===== config.mk =====
export PLATFORM = sky130hd
export DESIGN_NAME = load_store_unit_flat
export DESIGN_NICKNAME = d
export VERILOG_FILES = /design/src/rtl/load_store_unit_if.sv /design/src/rtl/load_store_unit.sv /design/src/flat_wrapper.sv
export SDC_FILE = /design/constraint.sdc
export NUM_CORES = 1
export LEC_CHECK = 0
export CORE_MARGIN = 3
export CORE_UTILIZATION = 49
export DETAILED_ROUTE_END_ITERATION = 8
export PLACE_DENSITY = 0.87
export SYNTH_ARGS = -nofsm -noshare
export SYNTH_HDL_FRONTEND = slang
export SYNTH_SLANG_ARGS = --single-unit
export TNS_END_PERCENT = 5

===== constraint.sdc =====
create_clock -name clk -period 3 [get_ports clk]
set_input_delay 0.45 -clock clk [delete_from_list [all_inputs] [get_ports clk]]
set_output_delay 0.45 -clock clk [all_outputs]
set_load 0.02 [all_outputs]

===== src/rtl/load_store_unit_if.sv =====
// Data-memory port of the load/store unit: req/gnt request phase plus rvalid read response.
// Latency: n/a (signal bundle only).
// Backpressure: the master holds mem_req with stable address/data until the slave returns mem_gnt.
interface load_store_unit_if;
    logic        mem_req;
    logic        mem_we;
    logic [31:0] mem_addr;
    logic [3:0]  mem_be;
    logic [31:0] mem_wdata;
    logic        mem_gnt;
    logic        mem_rvalid;
    logic [31:0] mem_rdata;

    modport master (
        output mem_req, mem_we, mem_addr, mem_be, mem_wdata,
        input  mem_gnt, mem_rvalid, mem_rdata
    );

    modport slave (
        input  mem_req, mem_we, mem_addr, mem_be, mem_wdata,
        output mem_gnt, mem_rvalid, mem_rdata
    );
endinterface


===== src/rtl/load_store_unit.sv =====
// Memory stage: RV32I loads/stores over a req/gnt/rvalid port, load data aligned and extended for writeback.
// Latency: store 2 cycles accept->done, load 3 cycles minimum; illegal/misaligned access done next cycle.
// Backpressure: one access in flight, start ignored while busy; mem_req held until mem_gnt; LSU_MISALIGN_TRAP_EN traps misaligned accesses.
module load_store_unit #(
    parameter int unsigned RESP_TIMEOUT = 64   // max RESP cycles before err; 0 disables the timeout
) (
    input  logic                     clk,
    input  logic                     rst_n,
    input  logic                     start,
    input  logic                     is_store,
    input  logic [2:0]               funct3,
    input  logic [31:0]              addr,
    input  logic [31:0]              wdata,
    input  logic [4:0]               rd_in,
    output logic                     busy,
    output logic                     done,
    output logic                     err,
    output logic                     wb_en,
    output logic [4:0]               rd_out,
    output logic [31:0]              rdata_out,
    load_store_unit_if.master        mem
);

    typedef enum logic [1:0] {S_IDLE, S_REQ, S_RESP, S_DONE} state_t;

    localparam int CNT_W = (RESP_TIMEOUT > 1) ? $clog2(RESP_TIMEOUT + 1) : 1;
    // Count value on the last RESP cycle allowed before the access is abandoned.
    localparam logic [CNT_W-1:0] CNT_LAST = CNT_W'((RESP_TIMEOUT > 0) ? RESP_TIMEOUT - 1 : 0);

    state_t            state_q, state_d;
    logic              is_store_q, is_store_d;
    logic [2:0]        funct3_q, funct3_d;
    logic [31:0]       addr_q, addr_d;
    logic [31:0]       wdata_q, wdata_d;
    logic [4:0]        rd_q, rd_d;
    logic              err_q, err_d;
    logic [31:0]       rdata_q, rdata_d;
    logic [CNT_W-1:0]  cnt_q, cnt_d;

    logic              legal_f3;
    logic              misalign;
    logic [3:0]        lane_be;
    logic [31:0]       lane_wdata;
    logic [7:0]        ld_byte;
    logic [15:0]       ld_half;
    logic [31:0]       ld_ext;

    // Legality of the access presented on the request inputs (only meaningful on accept).
    always_comb begin
        legal_f3 = is_store ? (funct3 inside {3'b000, 3'b001, 3'b010})
                            : (funct3 inside {3'b000, 3'b001, 3'b010, 3'b100, 3'b101});
`ifdef LSU_MISALIGN_TRAP_EN
        misalign = ((funct3[1:0] == 2'b01) && addr[0]) ||
                   ((funct3[1:0] == 2'b10) && (addr[1:0] != 2'b00));
`else
        misalign = 1'b0;
`endif
    end

    // Byte enables and lane-replicated write data from the latched access; loads use the same enables.
    always_comb begin
        case (funct3_q[1:0])
            2'b00: begin
                lane_be    = 4'b0001 << addr_q[1:0];
                lane_wdata = {4{wdata_q[7:0]}};
            end
            2'b01: begin
                lane_be    = 4'b0011 << {addr_q[1], 1'b0};
                lane_wdata = {2{wdata_q[15:0]}};
            end
            default: begin
                lane_be    = 4'b1111;
                lane_wdata = wdata_q;
            end
        endcase
    end

    // Pick the addressed byte/half out of the returned word and extend it by funct3.
    always_comb begin
        case (addr_q[1:0])
            2'b00:   ld_byte = mem.mem_rdata[7:0];
            2'b01:   ld_byte = mem.mem_rdata[15:8];
            2'b10:   ld_byte = mem.mem_rdata[23:16];
            default: ld_byte = mem.mem_rdata[31:24];
        endcase
        ld_half = addr_q[1] ? mem.mem_rdata[31:16] : mem.mem_rdata[15:0];
        case (funct3_q)
            3'b000:  ld_ext = {{24{ld_byte[7]}}, ld_byte};
            3'b001:  ld_ext = {{16{ld_half[15]}}, ld_half};
            3'b100:  ld_ext = {24'h0, ld_byte};
            3'b101:  ld_ext = {16'h0, ld_half};
            default: ld_ext = mem.mem_rdata;
        endcase
    end

    // Next-state logic: accept/latch, request until grant, wait for response or timeout, one done cycle.
    always_comb begin
        state_d    = state_q;
        is_store_d = is_store_q;
        funct3_d   = funct3_q;
        addr_d     = addr_q;
        wdata_d    = wdata_q;
        rd_d       = rd_q;
        err_d      = err_q;
        rdata_d    = rdata_q;
        cnt_d      = cnt_q;
        case (state_q)
            S_IDLE: begin
                if (start) begin
                    is_store_d = is_store;
                    funct3_d   = funct3;
                    addr_d     = addr;
                    wdata_d    = wdata;
                    rd_d       = rd_in;
                    rdata_d    = 32'h0;
                    cnt_d      = '0;
                    if (legal_f3 && !misalign) begin
                        err_d   = 1'b0;
                        state_d = S_REQ;
                    end else begin
                        err_d   = 1'b1;
                        state_d = S_DONE;
                    end
                end
            end
            S_REQ: begin
                // A response in the grant cycle is not expected and is not looked at.
                if (mem.mem_gnt) begin
                    state_d = is_store_q ? S_DONE : S_RESP;
                end
            end
            S_RESP: begin
                if (mem.mem_rvalid) begin
                    rdata_d = ld_ext;
                    state_d = S_DONE;
                end else if ((RESP_TIMEOUT != 0) && (cnt_q == CNT_LAST)) begin
                    err_d   = 1'b1;
                    state_d = S_DONE;
                end else begin
                    cnt_d = cnt_q + 1'b1;
                end
            end
            default: begin
                state_d = S_IDLE;
            end
        endcase
    end

    // State and latched-access registers; reset mid-access abandons the access at once.
    always_ff @(posedge clk or negedge rst_n) begin
        if (!rst_n) begin
            state_q    <= S_IDLE;
            is_store_q <= 1'b0;
            funct3_q   <= 3'b000;
            addr_q     <= 32'h0;
            wdata_q    <= 32'h0;
            rd_q       <= 5'd0;
            err_q      <= 1'b0;
            rdata_q    <= 32'h0;
            cnt_q      <= '0;
        end else begin
            state_q    <= state_d;
            is_store_q <= is_store_d;
            funct3_q   <= funct3_d;
            addr_q     <= addr_d;
            wdata_q    <= wdata_d;
            rd_q       <= rd_d;
            err_q      <= err_d;
            rdata_q    <= rdata_d;
            cnt_q      <= cnt_d;
        end
    end

    // Outputs decoded from state; everything is zero outside the cycles where it is valid.
    always_comb begin
        busy           = (state_q != S_IDLE);
        done           = (state_q == S_DONE);
        err            = done && err_q;
        wb_en          = done && !err_q && !is_store_q;
        rd_out         = done ? rd_q : 5'd0;
        rdata_out      = (done && !err_q && !is_store_q) ? rdata_q : 32'h0;
        mem.mem_req    = (state_q == S_REQ);
        mem.mem_we     = mem.mem_req && is_store_q;
        mem.mem_addr   = mem.mem_req ? {addr_q[31:2], 2'b00} : 32'h0;
        mem.mem_be     = mem.mem_req ? lane_be : 4'b0000;
        mem.mem_wdata  = (mem.mem_req && is_store_q) ? lane_wdata : 32'h0;
    end

endmodule


===== src/flat_wrapper.sv =====
// flat-port wrapper written by rule: the top's interface ports become plain ports
module load_store_unit_flat 
#(
    parameter int unsigned RESP_TIMEOUT = 64                                                        
)
  (clk, rst_n, start, is_store, funct3, addr, wdata, rd_in, busy, done, err, wb_en, rd_out, rdata_out, mem_mem_req, mem_mem_we, mem_mem_addr, mem_mem_be, mem_mem_wdata, mem_mem_gnt, mem_mem_rvalid, mem_mem_rdata);
  load_store_unit_if mem_i ();
  input  logic clk;
  input  logic rst_n;
  input  logic start;
  input  logic is_store;
  input  logic [2:0] funct3;
  input  logic [31:0] addr;
  input  logic [31:0] wdata;
  input  logic [4:0] rd_in;
  output logic busy;
  output logic done;
  output logic err;
  output logic wb_en;
  output logic [4:0] rd_out;
  output logic [31:0] rdata_out;
  output wire logic [$bits(mem_i.mem_req)-1:0] mem_mem_req;
  output wire logic [$bits(mem_i.mem_we)-1:0] mem_mem_we;
  output wire logic [$bits(mem_i.mem_addr)-1:0] mem_mem_addr;
  output wire logic [$bits(mem_i.mem_be)-1:0] mem_mem_be;
  output wire logic [$bits(mem_i.mem_wdata)-1:0] mem_mem_wdata;
  input wire logic [$bits(mem_i.mem_gnt)-1:0] mem_mem_gnt;
  input wire logic [$bits(mem_i.mem_rvalid)-1:0] mem_mem_rvalid;
  input wire logic [$bits(mem_i.mem_rdata)-1:0] mem_mem_rdata;
  assign mem_mem_req = mem_i.mem_req;
  assign mem_mem_we = mem_i.mem_we;
  assign mem_mem_addr = mem_i.mem_addr;
  assign mem_mem_be = mem_i.mem_be;
  assign mem_mem_wdata = mem_i.mem_wdata;
  assign mem_i.mem_gnt = mem_mem_gnt;
  assign mem_i.mem_rvalid = mem_mem_rvalid;
  assign mem_i.mem_rdata = mem_mem_rdata;
  load_store_unit #(.RESP_TIMEOUT(RESP_TIMEOUT)) u_core (.clk(clk), .rst_n(rst_n), .start(start), .is_store(is_store), .funct3(funct3), .addr(addr), .wdata(wdata), .rd_in(rd_in), .busy(busy), .done(done), .err(err), .wb_en(wb_en), .rd_out(rd_out), .rdata_out(rdata_out), .mem(mem_i));
endmodule

==> impl_metrics.ini <==
[clocking]
clockBufferDepth = 2
insertion_delay_ns = 0.41
clock-sinks = 115
htreeDepth = 4
cts_tree = yes
clkTransAtPathRegs_ns = 0.05
cts_buffers = 17
root_buffer = clkbuf_16

[yosys]
synth_common_cells = 115 x dfrtp_1, 77 x mux2_2, 68 x and2_1, 39 x nand2_1, 36 x a21oi_1
syn_area_per_cell_um2 = 10.6
synth_area_leaders = dfrtp_1 48%, mux2_2 14%, and2_1 7.1%
synth_cell_types = 48
seq_area_frac_synth_pct = 47.9
synth_edf_count = 0
synthFlopType = dfrtp_1
syn-instance-count = 565
ys_ff_latch = 115
synth_most_common_cell = dfrtp_1
yosys_warnings = 0
yosysTopAreaCellShare_pct = 47.9
async_flop_share_pct = 100
synth.cell_area_um2 = 6010
yosys.area.top_type = dfrtp_1

[power]
powerDensity_nw_per_um2 = 1010
leakagePower_nw = 3.81
p_total_mw = 9.06
vdd_drop_max_uv = 555

[final_layout]
diodes = 0
syn2layout_area_growth_pct = 48.7
multi_input_area_um2 = 2940
final_core_util_pct = 76.3
seqCellArea_um2 = 2880
fill_cells = 766
finalNetCount = 894
drive_above_1_share_pct = 18.1

[status]
run_status = complete, no violations

[place]
hpwlAfterDp_mm = 13.3
gp_congestion = 0.873
portBuffers = 218

[grt]
grt_pass1_vias = 5695
antenna_found_initial = 0
grt_util_all_layers_pct = 27.5
grt_max_degree = 65
grt_pass1_wl_mm = 28.8
grt-ovfl-total = 0

[die]
dieArea_um2 = 13600
die_h_um = 117
initial_core_util_pct = 51.3
ios = 221
die_x_um = 117
coreArea_um2 = 11700
rows = 39

[detailed_routing]
via_count = 5381
via_per_inst = 5.77
wl_mm = 18.6
antenna_left = 0
routedWlPerCell_um = 20.0
drtIter0Drc = 304
drc_errors = 0
drtPass1Iterations = 6

[setup_path]
r2r-start = u_core.state_q[0]$_DFFE_PN0P_
crit_buf_inv = 3
critPathArrivalTime_ns = 2.38
cp-start-kind = flip-flop
path_class = flip-flop to output pin
ff2ff_path_depth = 7
crit_start = u_core.state_q[1]$_DFFE_PN0P_
critPathSlowestCell = clkdlybuf4s50_1
crit_path_end_kind = output pin
crit_cells = 6
cp_max_fo = 25
cp_cell_sequence = inv_1 > ha_1 > nand2_1 > buf_4 > a21oi_1 > clkdlybuf4s50_1
critical-path-top-delay-family = buffers and inverters
cp.required_ns = 2.55
slowest_delay_ns = 0.64

[timing]
fmaxAchievable_mhz = 353
slew_headroom_pct = 37.8
post-route-min-period_ns = 2.83
report.final.slew_viol_count = 0
setup_viol = 0
tns_ns = 0
finalCritPeriodShare_pct = 94.4
rsz0062_at_grt = false
finClkSkew_ns = 0.0102
holdWs_ns = 0.0960
tightest_slew_ns = 0.929
hold_viol_final = 0

[run]
max_cap_violations = 0

[worst_hold_path]
hold_path.class = primary input to asynchronous set/reset pin
[worst reg2reg max path, stage by stage, from the launching register on]
cell and delay, ns:
dfrtp_1 0.42, inv_1 0.11, ha_1 0.38, or2_2 0.20, nand3_1 0.53, buf_4 0.42
nand2_1 0.08, o21ai_0 0.08
[where the power goes]
part           internal, mW  switching [mW]
registers              2.29           0.533
clock network          1.31           0.672
logic                  2.07            2.19
[flip-flops by register name, indices dropped and copies added, names as in the netlist]
register	cells
u_core.rdata_q	32
u_core.funct3_q	3
u_core.wdata_q	32
u_core.rd_q	5
u_core.is_store_q	1
u_core.state_q	2
u_core.err_q	1
u_core.addr_q	32
u_core.cnt_q	7
[cells by family after synthesis]
group	Yosys count	synth area share (%)
and+or+nand+nor	190	17.1
buffers and inverters	47	3.44
DFF	115	47.9
adders and majority gates	5	1.04
muxes	95	17.6
AOI/OAI and AO/OA	112	12.8
other	1	0.0624
[metal layers]
layer	global-route usage, %	routed length [um]	vias up
met1	31.8	6900	2580
met3	9.95	1990	49
met4	13.4	619	0
met5	0	0	-
li1	-	-	2426
met2	45.5	9140	326
[cells in the final DEF (no fill, tap or decap), types with 2 or more instances in the layout]
cell type / count
bufinv_16: 2
mux2_2: 77
buf_4: 14
and2b_1: 5
nand2b_2: 2
clkbuf_16: 17
nand3b_1: 6
clkinv_2: 3
nand2_1: 38
a211oi_1: 2
nor3_1: 2
ha_1: 4
or3_1: 3
clkdlybuf4s50_1: 217
and3_1: 9
a221oi_1: 7
a22o_1: 2
clkbuf_8: 5
buf_12: 2
mux2i_1: 17
a21o_1: 6
a31oi_1: 2
conb_1: 2
a211o_1: 6
a21oi_1: 36
nor2b_1: 3
inv_1: 7
a221o_1: 6
nor3b_2: 2
or2_2: 3
a221o_2: 10
o21ai_0: 28
clkbuf_1: 2
nor2_1: 34
dfrtp_1: 114
and2_1: 68
nand3_1: 5
nand4_1: 2
nand2b_1: 4
[through the flow]
| step | worst slack, ns | cells | instance area [um2] |
|---|---|---|---|
| floorplan | 0.738 | 566 | 6010 |
| global placement | 0.564 | 903 | 8350 |
| detailed placement | 0.475 | 903 | 8350 |
| CTS | 0.0313 | 932 | 8930 |
| global route | 0.0330 | 932 | 8930 |
| finish | 0.168 | 932 | 8930 |
[path summary, 6_finish.rpt]
check	endpoint	slack [ns]
min in group clk	u_core.rdata_q[3]$_DFFE_PN0P_	0.47
worst min-delay path	u_core.rdata_q[4]$_DFFE_PN0P_	0.1
worst min register to register	u_core.rdata_q[3]$_DFFE_PN0P_	0.47
worst max register to register	u_core.rdata_q[2]$_DFFE_PN0P_	0.66
worst max-delay path	mem_mem_wdata[13]	0.17
max in group asynchronous	u_core.funct3_q[1]$_DFFE_PN0P_	2.12
[area by class of cell]
class,count,area share (%)
inverter,7,0.294
timing repair buffer,234,26.1
clock buffer,24,5.62
tap,143,2.00
clock inverter,5,0.840
multi-input combinational,404,32.9
sequential,115,32.2
[repair_timing]
action,CTS,global route
setup buffers,0,0
resized for setup,0,2
hold buffers,0,0
endpoints found under the setup margin,0,32
(Power assumes the default switching activity.)
